`config.mk`:
```
export PLATFORM = sky130hd
export DESIGN_NAME = sd_cmd_phy
export DESIGN_NICKNAME = d
export VERILOG_FILES = /design/src/rtl/sd_cmd_phy.sv
export SDC_FILE = /design/constraint.sdc
export NUM_CORES = 1
export LEC_CHECK = 0
export CORE_AREA = 2 2 183 185
export CTS_BUF_LIST = sky130_fd_sc_hd__clkbuf_4
export DETAILED_ROUTE_END_ITERATION = 10
export DIE_AREA = 0 0 185 187
export MAX_ROUTING_LAYER = met4
export SYNTH_ARGS = -nofsm -noshare
export SYNTH_HDL_FRONTEND = slang
export SYNTH_SLANG_ARGS = --single-unit
```
`constraint.sdc`:
```
create_clock -name clock -period 6.67 [get_ports clock]
set_input_delay 2.001 -clock clock [delete_from_list [all_inputs] [get_ports clock]]
set_output_delay 2.001 -clock clock [all_outputs]
set_load 0.03 [all_outputs]
```
`src/rtl/sd_cmd_phy.sv`:
```
// SD CMD-line PHY: shifts out a 48-bit command frame with CRC7, then waits for and captures a 48/136-bit response.
// Define SDHOST_RESP_CRC_EN to build the response CRC7 checker; when undefined crc_err is tied low.
module sd_cmd_phy #(
  parameter int TIMEOUT_CYCLES = 64
) (
  input  logic         clock,
  input  logic         reset,
  input  logic         sd_clk_en,
  input  logic         start,
  input  logic [5:0]   cmd_index,
  input  logic [31:0]  cmd_argument,
  input  logic [1:0]   resp_type,
  input  logic         index_check_en,
  input  logic         crc_check_en,
  input  logic         cmd_pin_in,
  output logic         cmd_pin_out,
  output logic         cmd_oe,
  output logic         busy,
  output logic [127:0] response,
  output logic         resp_valid,
  input  logic         resp_ack,
  output logic         cmd_done,
  output logic         timeout_err,
  output logic         crc_err,
  output logic         index_err,
  output logic         end_bit_err
);

  localparam int WW = $clog2(TIMEOUT_CYCLES + 1);

  typedef enum logic [2:0] {S_IDLE, S_TX, S_WAIT, S_RX, S_DONE} state_t;

  state_t        state, state_nxt;
  logic [47:0]   tx_shift;
  logic [7:0]    bit_cnt;
  logic [WW-1:0] wait_cnt;
  logic [126:0]  rx_shift;
  logic [127:0]  rx_next;
  logic [5:0]    idx_q;
  logic [1:0]    rt_q;
  logic          idx_chk_q;
  logic          long_rsp, rx_last, wait_expire;

  // Direct-form CRC7 (x^7 + x^3 + 1), one bit at a time, MSB first.
  function automatic logic [6:0] crc7_step(input logic [6:0] c, input logic b);
    logic fb;
    fb = c[6] ^ b;
    return {c[5:0], 1'b0} ^ (fb ? 7'h09 : 7'h00);
  endfunction

  function automatic logic [6:0] crc7_40(input logic [39:0] d);
    logic [6:0] c;
    c = '0;
    for (int i = 39; i >= 0; i--) c = crc7_step(c, d[i]);
    return c;
  endfunction

  assign long_rsp    = (rt_q == 2'b01);
  assign rx_last     = (bit_cnt == (long_rsp ? 8'd135 : 8'd47));
  assign wait_expire = (wait_cnt == WW'(TIMEOUT_CYCLES - 1));
  // The last 128 received bits, including the one being sampled now.
  assign rx_next     = {rx_shift, cmd_pin_in};

  // NOTE: state and datapath registers use non-blocking assignments so every flop samples pre-edge values.
  always_ff @(posedge clock) begin
    if (reset) state <= S_IDLE;
    else       state <= state_nxt;
  end

  // NOTE: every combinational output gets a default first so no path can infer a latch.
  always_comb begin
    state_nxt = state;
    case (state)
      S_IDLE: if (start) state_nxt = S_TX;
      S_TX:   if (sd_clk_en && bit_cnt == 8'd47) state_nxt = (rt_q == 2'b00) ? S_DONE : S_WAIT;
      S_WAIT: if (sd_clk_en) begin
        if (!cmd_pin_in)      state_nxt = S_RX;
        else if (wait_expire) state_nxt = S_DONE;
      end
      S_RX:   if (sd_clk_en && rx_last) state_nxt = S_DONE;
      S_DONE: state_nxt = S_IDLE;
      default: state_nxt = S_IDLE;
    endcase
  end

  always_comb begin
    cmd_oe      = 1'b0;
    cmd_pin_out = 1'b1;
    busy        = 1'b0;
    cmd_done    = 1'b0;
    case (state)
      S_TX: begin
        cmd_oe      = 1'b1;
        cmd_pin_out = tx_shift[47];
        busy        = 1'b1;
      end
      S_WAIT, S_RX: busy = 1'b1;
      S_DONE:       cmd_done = 1'b1;
      default: ;
    endcase
  end

  always_ff @(posedge clock) begin
    if (reset) begin
      tx_shift    <= '0;
      bit_cnt     <= '0;
      wait_cnt    <= '0;
      rx_shift    <= '0;
      idx_q       <= '0;
      rt_q        <= '0;
      idx_chk_q   <= 1'b0;
      response    <= '0;
      resp_valid  <= 1'b0;
      timeout_err <= 1'b0;
      index_err   <= 1'b0;
      end_bit_err <= 1'b0;
    end else begin
      // A completing response below overrides this clear, so data arriving with an ack stays valid.
      if (resp_ack) resp_valid <= 1'b0;
      case (state)
        S_IDLE: if (start) begin
          idx_q       <= cmd_index;
          rt_q        <= resp_type;
          idx_chk_q   <= index_check_en;
          tx_shift    <= {2'b01, cmd_index, cmd_argument,
                          crc7_40({2'b01, cmd_index, cmd_argument}), 1'b1};
          bit_cnt     <= '0;
          timeout_err <= 1'b0;
          index_err   <= 1'b0;
          end_bit_err <= 1'b0;
        end
        S_TX: if (sd_clk_en) begin
          tx_shift <= {tx_shift[46:0], 1'b1};
          bit_cnt  <= bit_cnt + 8'd1;
          wait_cnt <= '0;
        end
        S_WAIT: if (sd_clk_en) begin
          if (!cmd_pin_in) begin
            rx_shift <= '0;
            bit_cnt  <= 8'd1;
          end else begin
            wait_cnt <= wait_cnt + WW'(1);
            if (wait_expire) timeout_err <= 1'b1;
          end
        end
        S_RX: if (sd_clk_en) begin
          rx_shift <= rx_next[126:0];
          bit_cnt  <= bit_cnt + 8'd1;
          if (rx_last) begin
            resp_valid  <= 1'b1;
            end_bit_err <= ~rx_next[0];
            if (long_rsp) begin
              response  <= {8'h00, rx_next[127:8]};
              index_err <= 1'b0;
            end else begin
              response  <= {96'h0, rx_next[39:8]};
              index_err <= idx_chk_q && (rx_next[45:40] != idx_q);
            end
          end
        end
        default: ;
      endcase
    end
  end

`ifdef SDHOST_RESP_CRC_EN
  logic [6:0] rx_crc;
  logic       crc_chk_q;
  logic       crc_bit_in;

  // 48-bit responses cover bits 0..39 (start bit onward); 136-bit cover bits 8..127 (the CID/CSD body).
  assign crc_bit_in = long_rsp ? (bit_cnt >= 8'd8 && bit_cnt <= 8'd127) : (bit_cnt <= 8'd39);

  always_ff @(posedge clock) begin
    if (reset) begin
      rx_crc    <= '0;
      crc_chk_q <= 1'b0;
      crc_err   <= 1'b0;
    end else begin
      if (state == S_IDLE && start) begin
        crc_chk_q <= crc_check_en;
        crc_err   <= 1'b0;
      end
      if (state == S_WAIT && sd_clk_en && !cmd_pin_in) rx_crc <= '0;
      if (state == S_RX && sd_clk_en) begin
        if (crc_bit_in) rx_crc <= crc7_step(rx_crc, cmd_pin_in);
        if (rx_last)    crc_err <= crc_chk_q && (rx_crc != rx_next[7:1]);
      end
    end
  end
`else
  logic unused_crc;
  assign crc_err    = 1'b0;
  assign unused_crc = crc_check_en ^ (^rx_next[7:1]);
`endif

endmodule

```
; ---- Word level (Yosys, flattened, before mapping)
; Index checks and enable logic that the tools add are counted.
; W data, S select, Z words.
[word_totals]
ff_bits = 334
input_bits = 48
output_inout_bits = 137
elab_cells = 218
[classes]
add_sub_neg = 2
eq_ne = 21
n_mux = 84
bitwise = 76
n_reduce_logical = 22
[ops]
columns = operator, count
row1 = $mux W127, 3
row2 = $pmux W127 S2, 1
row3 = $xor A7 B4 Y7, 36
row4 = $mux W4, 38
row5 = $mux W120, 1
row6 = $mux W48, 2
row7 = $pmux W48 S2, 1
row8 = $mux W8, 5
row9 = $xor A1 B1 Y1, 35
row10 = $pmux W8 S3, 1
row11 = $mux W3, 7
row12 = $mux W7, 3
row13 = $ne A2 B2 Y1 const B, 10
row14 = $mux W1, 17
row15 = $reduce_and A5 Y1, 3
row16 = $pmux W7 S2, 1
row17 = $pmux W3 S4, 1
row18 = $reduce_and A4 Y1, 3
row19 = $reduce_bool A2 Y1, 5
row20 = $add A8 B1 Y8 const B, 1
row21 = $eq A8 B6 Y1 const B, 1
row22 = $eq A8 B8 Y1, 1
row23 = $add A7 B1 Y7 const B, 1
row24 = $eq A7 B6 Y1 const B, 1
row25 = other kinds (20), 27

; ---- Depth between registers and ports, before layout
[logic_depth]
word_depth = 111
mapped_depth = 12
mapped_depth_nobuf = 8

; ---- Least setup slack after synthesis
; No wires, ideal clock.
[synth_timing]
path_type = input -> register
start = in cmd_index[1]
end = reg tx_shift[4]
setup_ns = 0.086
arrival_time_ns = 4.006
required_ns = 6.584
path_slack_ns = 2.578
stages = 8
n_path_buf = 1
path_cell_list = buf_4 xnor2_1 xnor3_1 xnor2_1 xnor2_1 xnor3_2 xnor2_1 a221oi_2
[synth_via]
elab_chain_cells = 50
elab_cells_between_ends = 74
classes_between = mux: 21 / bitwise: 53
[synth_rtl]
columns = element, line
row1 = from (decl), 10  ; input logic [5:0] cmd_index,
row2 = $xor A1 B1 Y1 (*), 47  ; fb = c[6] ^ b;
row3 = $mux W4 (*), 48  ; return {c[5:0], 1'b0} ^ (fb ? 7'h09 : 7'h00);
row4 = $xor A7 B4 Y7 (*) (4 in series), 48
row5 = $xor A1 B1 Y1 / $xor A7 B4 Y7 (equally long branches), "47, 48"
row6 = $mux W4 / $xor A7 B4 Y7 (equally long branches), 48
row7 = $xor A7 B4 Y7 (*) (4 in series), 48
row8 = $xor A1 B1 Y1 / $xor A7 B4 Y7 (equally long branches), "47, 48"
row9 = $mux W4 / $xor A7 B4 Y7 (equally long branches), 48
row10 = [... 19 more ...], --
row11 = $xor A1 B1 Y1 / $xor A7 B4 Y7 (equally long branches), "47, 48"
row12 = $mux W4 / $xor A7 B4 Y7 (equally long branches), 48
row13 = $xor A7 B4 Y7 (*) (7 in series), 48
row14 = $xor A1 B1 Y1 / $xor A7 B4 Y7 (equally long branches), "47, 48"
row15 = $mux W4 / $xor A7 B4 Y7 (equally long branches), 48
row16 = $xor A7 B4 Y7 (*) (4 in series), 48
row17 = $mux W48 (*), 121  ; S_IDLE: if (start) begin
row18 = $pmux W48 S2 (*), 120  ; case (state)
row19 = to (signal assigned), 125  ; tx_shift <= {2'b01, cmd_index, cmd_argument,
row20 = to (signal assigned), 133  ; tx_shift <= {tx_shift[46:0], 1'b1};
row21 = to (decl), 34  ; logic [47:0] tx_shift;
; Every way passes the cells marked *; elsewhere a longest branch is shown, timed or not. The select of a mux whose other input is x is not followed.
; A chain may end at the register's enable or synchronous reset.

; ---- Final worst setup path
[layout_timing]
start = reg state[0]
end = out cmd_oe
[layout_via]
elab_chain_cells = 2
[layout_rtl]
columns = element, line
row1 = from (decl), 33  ; state_t state, state_nxt;
row2 = from (signal assigned), 67  ; else state <= state_nxt;
row3 = $eq A3 B1 Y1, 91  ; case (state)
row4 = $mux W1, 91
row5 = to (decl), 17  ; output logic cmd_oe,
; Every way passes these cells.

==> run metrics <==
slowest cell on the critical path=sky130_fd_sc_hd__clkdlybuf4s50_1; CTS tree=built; vias in the first global route=10,800; Critical Path Source=state[0]; DRC violation count after routing=0; total via count after detailed routing=11,200; Synth warnings=0; Resize count post-CTS=0; share of synthesized flip-flops with an asynchronous set or reset=0; Startpoint Class=flop; max_cap viols=0; maximum fanout along the worst path=42; total power density per cell area=282 mW/mm^2; leading register cell type out of synthesis=sky130_fd_sc_hd__dfxtp_1; pin slew with the least headroom to its limit=about 1.1 ns; fin cells=2,173; maximum cell stage delay along the critical path=roughly 0.66 ns; ordered cell list for the critical path=nor2b_1, nand2b_1, buf_4, inv_2, clkdlybuf4s50_1; final WL=approximately 32,000 um; xor and xnor area share after synthesis=0.0695; drt first-iter violations=601; first-pass GRT wire length=53,600 um; Final setup violation count=0; Post-DRT Antenna Nets=0; number of top-level pins=185; post-synth cell types=51; area of the die=0.0346 mm^2; fraction of final layout cells with drive strength greater than 1=0.0981; weighted congestion reported at the end of routability-driven placement=0.799; cts-stage hold buffer count=0; Post-Synth Adder-Cell Area=0.00195; launch instance of the worst register-to-register path=state[0]; total negative slack for setup checks=0 ns; number of iterations in the first detailed-routing pass=5; gate count after technology mapping=1,504; portion of the post-synthesis area used by sequential elements=0.508; Synth Register Bits=326; category of the critical setup timing path=reg2out; dominant combinational cell family by area after synthesis=simple AND/OR/NAND/NOR gates; buffer levels on the longest clock path=3; Avg Synthesized Cell Area=between 8 and 9 um^2; cell area after synthesis=about 0.013 mm^2; peak ir drop on the vdd network=0.000158 V; post-layout net count=1,705; CTS H-Tree Depth=3; CP Capture Point=cmd_oe; worst reg2reg path depth=10; CTS Sinks=approximately 330; portion of synthesized cell area occupied by the leading cell type=0.508; area growth from synthesis to layout=23.8%; latest clock arrival within the worst-skew pair=0.73 ns; leading cell type in the layout, fill and taps excluded=sky130_fd_sc_hd__dfxtp_1; register clock-pin slew on the reported worst setup and hold paths=0.06 ns; share of synthesized cell area in and, or, nand and nor gates=0.199; Core Area=0.0329 mm^2; overall die width=roughly 190 um; Post-DP HPWL=about 19,000 um; top library cells by usage in the layout, fill and taps aside=326 x sky130_fd_sc_hd__dfxtp_1, 262 x sky130_fd_sc_hd__nand2_1, 198 x sky130_fd_sc_hd__nor2_1, 173 x sky130_fd_sc_hd__clkdlybuf4s50_1, 151 x sky130_fd_sc_hd__a21oi_1; CP Data Required Time=4.67 ns; via density per instance=5.15; global route total overflow=0; combined global-route utilization of all metal layers=0.193; maximum clock rate=roughly 200 MHz; arrival time at the worst endpoint=2.96 ns; Buffers on Ports=about 170; Hold Path Class=reg2reg; antenna violations before repair=2; sort of element at the end of the critical path=output pin; number of setup buffers added after CTS=0; wire length per cell after detailed routing=14.8 um; cell taking the most area after synthesis=sky130_fd_sc_hd__dfxtp_1; CTS Root Cell=sky130_fd_sc_hd__clkbuf_4; outcome=finished, final reports clean; leading cell types by total area after synthesis=sky130_fd_sc_hd__dfxtp_1 51%, sky130_fd_sc_hd__nand2_1 7.7%, sky130_fd_sc_hd__a22oi_1 7.5%; setup slack, reg-to-reg=2.91 ns; min Tclk post-route=between 4 and 5 ns; terminus of the critical flop-to-flop path=tx_shift[13]; share of the cycle needed by the critical path after routing=0.744; Leak=5.59 nW; largest net degree at the start of global routing=170; number of enable-type register cells in the synthesized netlist=0; unrepaired setup endpoints after global routing=no; sum of internal, switching and leakage power=0.00449 W; Max-Slew Margin vs Limit=0.245; clk_skew=between 0.04 and 0.05 ns; number of buffers created by CTS=91; Final Hold Fails=0; share of the synthesized area in compound gates (AO/OA/AOI/OAI)=0.176; chip height=187 um; starting density of the core=0.391; multiplexer share of the synthesized area=0.000779; count of placed standard cells including taps=~2,000; floorplan row count=67; max-slew violations=0
## synthesized netlist by cell type, drive strengths merged, types with 2 or more instances
library cell,count
xor3,2
o21ai,13
nor2b,4
a31oi,5
nor3,7
nand2b,5
or3,6
dfxtp,326
a311oi,38
xnor3,13
nand4b,2
nor4bb,2
a21oi,151
ha,2
xor2,17
and2,3
a22oi,128
nand3,101
a2111oi,2
and3,6
nor3b,5
a21o,2
nor2,198
nand2,264
inv,2
xnor2,44
buf,30
clkbuf,108
## worst max-delay path, delay by kind of cell, from the launching register on
| family | cells | cell delay [ns] |
|---|---|---|
| simple gates | 2 | 0.70 |
| buf+inv | 3 | 1.06 |
| flops | 1 | 0.48 |
## sequential cells by signal (all words and copies together), names as in the netlist, 2 cells and up
| name | flops |
|---|---|
| tx_shift | 48 |
| response | 120 |
| bit_cnt | 8 |
| rt_q | 2 |
| rx_shift | 127 |
| idx_q | 6 |
| state | 3 |
| wait_cnt | 7 |
## report_power, final
part	switching (W)	internal [W]	total (W)	leakage (nW)
logic	0.000369	0.000296	0.000665	2.28
registers	0.0000319	0.00201	0.00204	2.64
clock network	0.000837	0.000951	0.00179	0.677
## metal layers
layer,track usage,up-vias,share of wire
met3,0.0512,68,0.062
met1,0.241,5311,0.45
li1,-,5539,-
met4,0.0705,0,0.023
met5,-,-,0
met2,0.299,281,0.46
## through the flow
step / setup slack, ns / utilization / area [um^2] / hold slack (ns)
after CTS: 1.64 / 0.484 / 15900 / 0.451
after floorplan: 2.58 / - / 12900 / 0.428
after detailed placement: 1.55 / 0.449 / 14800 / 0.443
after global routing: 1.48 / 0.484 / 15900 / 0.467
after global placement: 1.59 / 0.449 / 14800 / 0.437
final: 1.71 / 0.484 / 15900 / 0.450
## worst min path at each step
stage	start	endpoint	slack (ns)	depth (start not counted)
floorplan	tx_shift[47]	tx_shift[47]	0.43	2
global placement	response[45]	response[45]	0.44	2
detailed placement	response[96]	response[96]	0.44	2
CTS	response[96]	response[96]	0.45	2
global route	response[85]	response[85]	0.47	2
finish	response[94]	response[94]	0.45	2
## cells by family after synthesis
| logic type | after synthesis |
|---|---|
| compound gates | 348 |
| xor+xnor | 76 |
| fa+ha+maj | 2 |
| buf+inv | 140 |
| flops | 326 |
| mux | 1 |
| other cells | 1 |
| simple gates | 610 |
## layout make-up
| cell class | instances | area (um^2) |
|---|---|---|
| multi-input combinational | 1046 | 5820 |
| sequential | 326 | 6530 |
| tap | 448 | 561 |
| clock buffer | 133 | 998 |
| antenna | 2 | 5.00 |
| inverter | 2 | 7.51 |
| timing repair buffer | 188 | 1850 |
| clock inverter | 28 | 144 |
| fill | 3241 | 16900 |
No activity file was read; power rests on OpenSTA's default activity.
==> RTL edit 1, RTL diff (same settings) <==
The parameter `TIMEOUT_CYCLES` goes from 64 to 128.
--- a/src/rtl/sd_cmd_phy.sv
+++ b/src/rtl/sd_cmd_phy.sv
@@ -1,7 +1,7 @@
 // SD CMD-line PHY: shifts out a 48-bit command frame with CRC7, then waits for and captures a 48/136-bit response.
 // Define SDHOST_RESP_CRC_EN to build the response CRC7 checker; when undefined crc_err is tied low.
 module sd_cmd_phy #(
-  parameter int TIMEOUT_CYCLES = 64
+  parameter int TIMEOUT_CYCLES = 128
 ) (
   input  logic         clock,
   input  logic         reset,
Formal check against the unedited RTL: no difference found for any inputs over 4 cycles, from zero or initial values and one cycle with reset high; that may be too few to reach the edited logic, so the function may still have changed.
==> RTL edit 1 against the original RTL <==
- critical path depth unchanged
- critical path type unchanged
- highest routed layer unchanged
- sequential cell count is 1 higher
- total power grew 1.3%
- clock power fell by 3%
- register-to-register slack gained 130 ps
- routed wire length fell by 4.2%
- synthesized area fell by 0.17%
- worst setup slack improved by 21 ps
- synthesized cell count down 0.66%
- design area is 0.24% lower
==> RTL edit 1: results (changes against the original RTL) <==
status=completed; Placed Instances=2001 (-0.45%); share of layout cells above drive strength 1=9.94% (+0.13 points); Rel. slew slack=29.1% (+4.5 points); Setup WS pre-CTS=1460 ps (-95.3 ps); arrival time at the worst endpoint=2940 ps (-20 ps); clock root buffer=clkbuf_4; worst min-delay path class=reg -> reg; CTS clk-pin slew, worst paths=60 ps (about the same); starting DRC count in detailed routing=688 (+14%); Leak=5.64 nW (+0.80%); Placer Congestion=0.820 (+2.7%); first-pass GRT wire length=51800 um (-3.3%); Compound-Gate Fraction of Synth Area=17.0% (-0.60 points); Post-synth top cells=dfxtp_1 (327), nand2_1 (272), nor2_1 (202); Ys Warns=0 (unchanged); drt pass-1 iters=5 (unchanged); CP peak stage delay=760 ps (+100 ps); mux share of post-synthesis cell area=0.322% (+0.24 points); VDD IR max=0.000149 V (-5.6%); placed cell area=14800 um^2 (about the same); nets=1695 (-0.59%); adder-cell share of the synthesized area=0.195% (+0.00032 points); Fill cells=3311 (+2.2%); number of antenna violations at the first check in global routing=3 (+1); worst skew pair latency=700 ps (-30 ps); Largest regs=rx_shift x127, response x120, tx_shift x48; largest family of logic cells by synthesized area=simple AND/OR/NAND/NOR gates; largest net degree at the start of global routing=214 (+26%); Met2 Wirelength=14300 um (-3.7%); Post-Synth XOR/XNOR Area=7.58% (+0.63 points); vias in the first global route=10384 (-3.4%); routed via count=10838 (-3.2%); largest fanout on the critical path=49 (+17%); Top Layer Used=met4; Post-Syn Area per Cell=8.59 um^2 (+0.50%); CTS resizes=0 (unchanged); Seq/Total Area, Yosys=51.0% (+0.24 points); gr usage total=18.6% (-0.71 points); Met3 Wirelength=1580 um (-21%); slowest CP cell=clkdlybuf4s50_1; post-route non-filler standard cell count=2162 (-0.51%); synth unique cells=46 (-9.8%); TritonCTS Buffers=90 (-1.1%); Max Clock Skew=30.5 ps (-14.5 ps); CP top delay family=buffers and inverters; hpwl dp=18500 um (-1.7%); Post-Layout Inst Area=15900 um^2 (-0.24%); drt total wl=30800 um (-4.2%); Post-synth EDFFs=0 (unchanged); DRT met1 WL=14500 um (-0.93%); top post-synthesis cells by area=dfxtp_1 (51%), nand2_1 (8.0%), a22oi_1 (7.5%), nor2_1 (5.9%), a21oi_1 (5.7%)
==> RTL edit 1: changes by cell type after synthesis, moves of 5 or more <==
| cell | unedited run | this run |
|---|---|---|
| buf_2 | 12 | 1 |
| clkbuf_1 | 108 | 113 |
| a21oi_1 | 151 | 145 |
| xnor2_1 | 42 | 35 |
| nand2_1 | 264 | 272 |
==> RTL edit 1: final timing paths <==
| check | from | endpoint | slack, ps | depth (start not counted) |
|---|---|---|---|---|
| max reg2reg | rt_q[0]$_SDFFE_PP0P_ | response[4]$_SDFFE_PP0P_ | 3040 | 8 |
| min | response[75]$_SDFFE_PP0P_ | response[75]$_SDFFE_PP0P_ | 450 | 2 |
| max | state[0]$_SDFFE_PP0P_ | cmd_oe | 1730 | 5 |
| min reg2reg | response[75]$_SDFFE_PP0P_ | response[75]$_SDFFE_PP0P_ | 450 | 2 |
==> RTL edit 1: final cells by class <==
cell class,instances,area share (%)
sequential,327,41.2
antenna,3,0.0473
tap,448,3.53
clock buffer,137,6.48
clock inverter,21,0.536
multi-input combinational,1039,36.5
timing repair buffer,185,11.6
inverter,2,0.0473
==> RTL edit 1: per-layer routing <==
metal / GRT usage, % / vias to the layer above
li1: - / 5497
met1: 23.7 / 5049
met2: 28.8 / 250
met3: 4.48 / 42
met4: 6.17 / 0
met5: - / -
==> RTL edit 1: where the power goes <==
group          leakage, nW  total [mW]  switching, mW  internal [mW]
logic                 2.31       0.757          0.396          0.361
registers             2.65        2.06         0.0380           2.02
clock network        0.679        1.73          0.800          0.931
total                 5.64        4.55           1.23           3.31
==> RTL edit 1: metrics by stage <==
step	hold WS (ps)	total power, mW
floorplan	427	2.70
global placement	437	2.85
detailed placement	444	2.86
CTS	451	4.63
global route	466	4.82
finish	447	4.55
==> RTL edit 2, RTL diff (same settings) <==
Made on the original files. One comparison of `bit_cnt` changes from == to >=.
--- a/src/rtl/sd_cmd_phy.sv
+++ b/src/rtl/sd_cmd_phy.sv
@@ -72,7 +72,7 @@
     state_nxt = state;
     case (state)
       S_IDLE: if (start) state_nxt = S_TX;
-      S_TX:   if (sd_clk_en && bit_cnt == 8'd47) state_nxt = (rt_q == 2'b00) ? S_DONE : S_WAIT;
+      S_TX:   if (sd_clk_en && bit_cnt >= 8'd47) state_nxt = (rt_q == 2'b00) ? S_DONE : S_WAIT;
       S_WAIT: if (sd_clk_en) begin
         if (!cmd_pin_in)      state_nxt = S_RX;
         else if (wait_expire) state_nxt = S_DONE;
Behaviour: no difference found for any inputs over 4 cycles, from zero or initial values and one cycle with reset high; that may be too few to reach the edited logic, so the function may still have changed.
==> RTL edit 2 against the original RTL <==
- via count is 2.9% lower
- design area is 0.67% lower
- global-route usage is 1.4 points lower
- non-clock buffer count is 2 lower
- total power is 3.4% higher
- worst setup slack worse by 51 ps
- synthesized area is 0.52% lower
- first-iteration DRC count is 3.0% lower
- maximum frequency is 1.0% lower
- routed wire length is 4.6% lower
- sequential cell count stayed put
==> RTL edit 2: results (changes against the original RTL) <==
worst skew pair latency=710 ps (-20 ps); Leak=5.49 nW (-1.8%); nets=1687 (-1.1%); arrival time at the worst endpoint=3010 ps (+50 ps); top post-synthesis cells by area=dfxtp_1 (51%), nand2_1 (7.7%), a22oi_1 (7.6%), nor2_1 (5.9%), a21oi_1 (5.5%); GR Util met1=23.2% (-0.92 points); largest fanout on the critical path=33 (-21%); Post-synth top cells=dfxtp_1 (326), nand2_1 (263), nor2_1 (201); met2 Use GR=27.5% (-2.4 points); CTS clk-pin slew, worst paths=60 ps (about the same); Seq/Total Area, Yosys=51.0% (+0.26 points); share of layout cells above drive strength 1=10.0% (+0.22 points); status=completed; routed via count=10871 (-2.9%); CP peak stage delay=700 ps (+40 ps); VDD IR max=0.000141 V (-11%); first-pass GRT wire length=49900 um (-6.8%); Worst-Margin Slew=1030 ps (-101 ps); starting DRC count in detailed routing=583 (-3.0%); reg-to-reg slack, setup=3290 ps (+380 ps); Fill cells=3283 (+1.3%); synth unique cells=55 (+7.8%); gr usage total=17.9% (-1.4 points); worst hold path startpoint=response[73]$_SDFFE_PP0P_; met3 global-route usage=4.01% (-1.1 points); P_sw=1.34 mW (+8.2%); reg2reg start=rt_q[0]$_SDFFE_PP0P_; worst reg-to-reg path cell count=8 (-2)
-- RTL edit 2: cell types whose count changed in the layout (fill, tap and decap cells not counted), sizes merged, moves of 3 or more --
cell and change:
inv +7, and2 +3, a211oi +3, xnor3 -4, nand3b +3, o21ai -7, nor3b -5, a21oi -10
nor2 +3, nand3 -6, xnor2 +9, and3 -5, clkinv -16
-- RTL edit 2: power groups by stage --
| stage | logic (mW) | registers, mW | clock network [mW] |
|---|---|---|---|
| after floorplan | 0.667 | 2.13 | 0 |
| after global placement | 0.823 | 2.15 | 0 |
| after detailed placement | 0.837 | 2.15 | 0 |
| after CTS | 0.839 | 2.11 | 1.78 |
| after global routing | 0.924 | 2.12 | 1.88 |
| final | 0.830 | 2.11 | 1.70 |
-- RTL edit 2: layer usage --
metal | share of wire, % | routed length (um)
met1 | 47 | 14400
met2 | 46 | 14100
met3 | 5.4 | 1640
met4 | 1.6 | 476
met5 | 0 | 0
-- RTL edit 2: area by class of cell --
type	count	area share, %
Sequential cell	326	41.3
Multi-Input combinational cell	1030	36.3
Timing Repair Buffer	186	11.9
Clock buffer	131	6.22
Tap cell	448	3.55
Clock inverter	16	0.602
Inverter	6	0.142
Antenna cell	2	0.0317
-- RTL edit 2: worst min path at each step --
| stage | to | slack, ps | cells past startpoint |
|---|---|---|---|
| global placement | response[118]$_SDFFE_PP0P_ | 440 | 2 |
| finish | response[73]$_SDFFE_PP0P_ | 450 | 2 |
| detailed placement | response[73]$_SDFFE_PP0P_ | 440 | 2 |
| global route | response[68]$_SDFFE_PP0P_ | 470 | 2 |
| floorplan | tx_shift[47]$_SDFFE_PP0P_ | 430 | 2 |
| CTS | response[73]$_SDFFE_PP0P_ | 450 | 2 |
-- RTL edit 2: worst register-to-register path, stage by stage (launching register included) --
cell and delay, ps:
dfxtp_1 350, nor2b_4 140, buf_4 680, and4bb_2 440, o211ai_1 150, nor2_4 700, buf_12 390, nand3_1 220
a21oi_1 210
-- RTL edit 2: kinds of logic after synthesis --
family          share of synthesized area [%]
flops                                    51.0
compound gates                           17.7
other cells                            0.0293
simple gates                             19.3
xor+xnor                                 6.88
mux                                     0.245
buf+inv                                  4.60
fa+ha+maj                               0.196
-- RTL edit 2: through the flow --
step / power (mW) / instance area (um^2) / setup slack [ps] / hold slack [ps] / cells
after floorplan: 2.80 / 12800 / 2920 / 427 / 1499
after global placement: 2.97 / 14700 / 1650 / 439 / 1996
after detailed placement: 2.99 / 14700 / 1660 / 444 / 1996
after CTS: 4.73 / 15800 / 1540 / 451 / 2143
after global routing: 4.93 / 15800 / 1380 / 465 / 2145
final: 4.64 / 15800 / 1660 / 448 / 2145
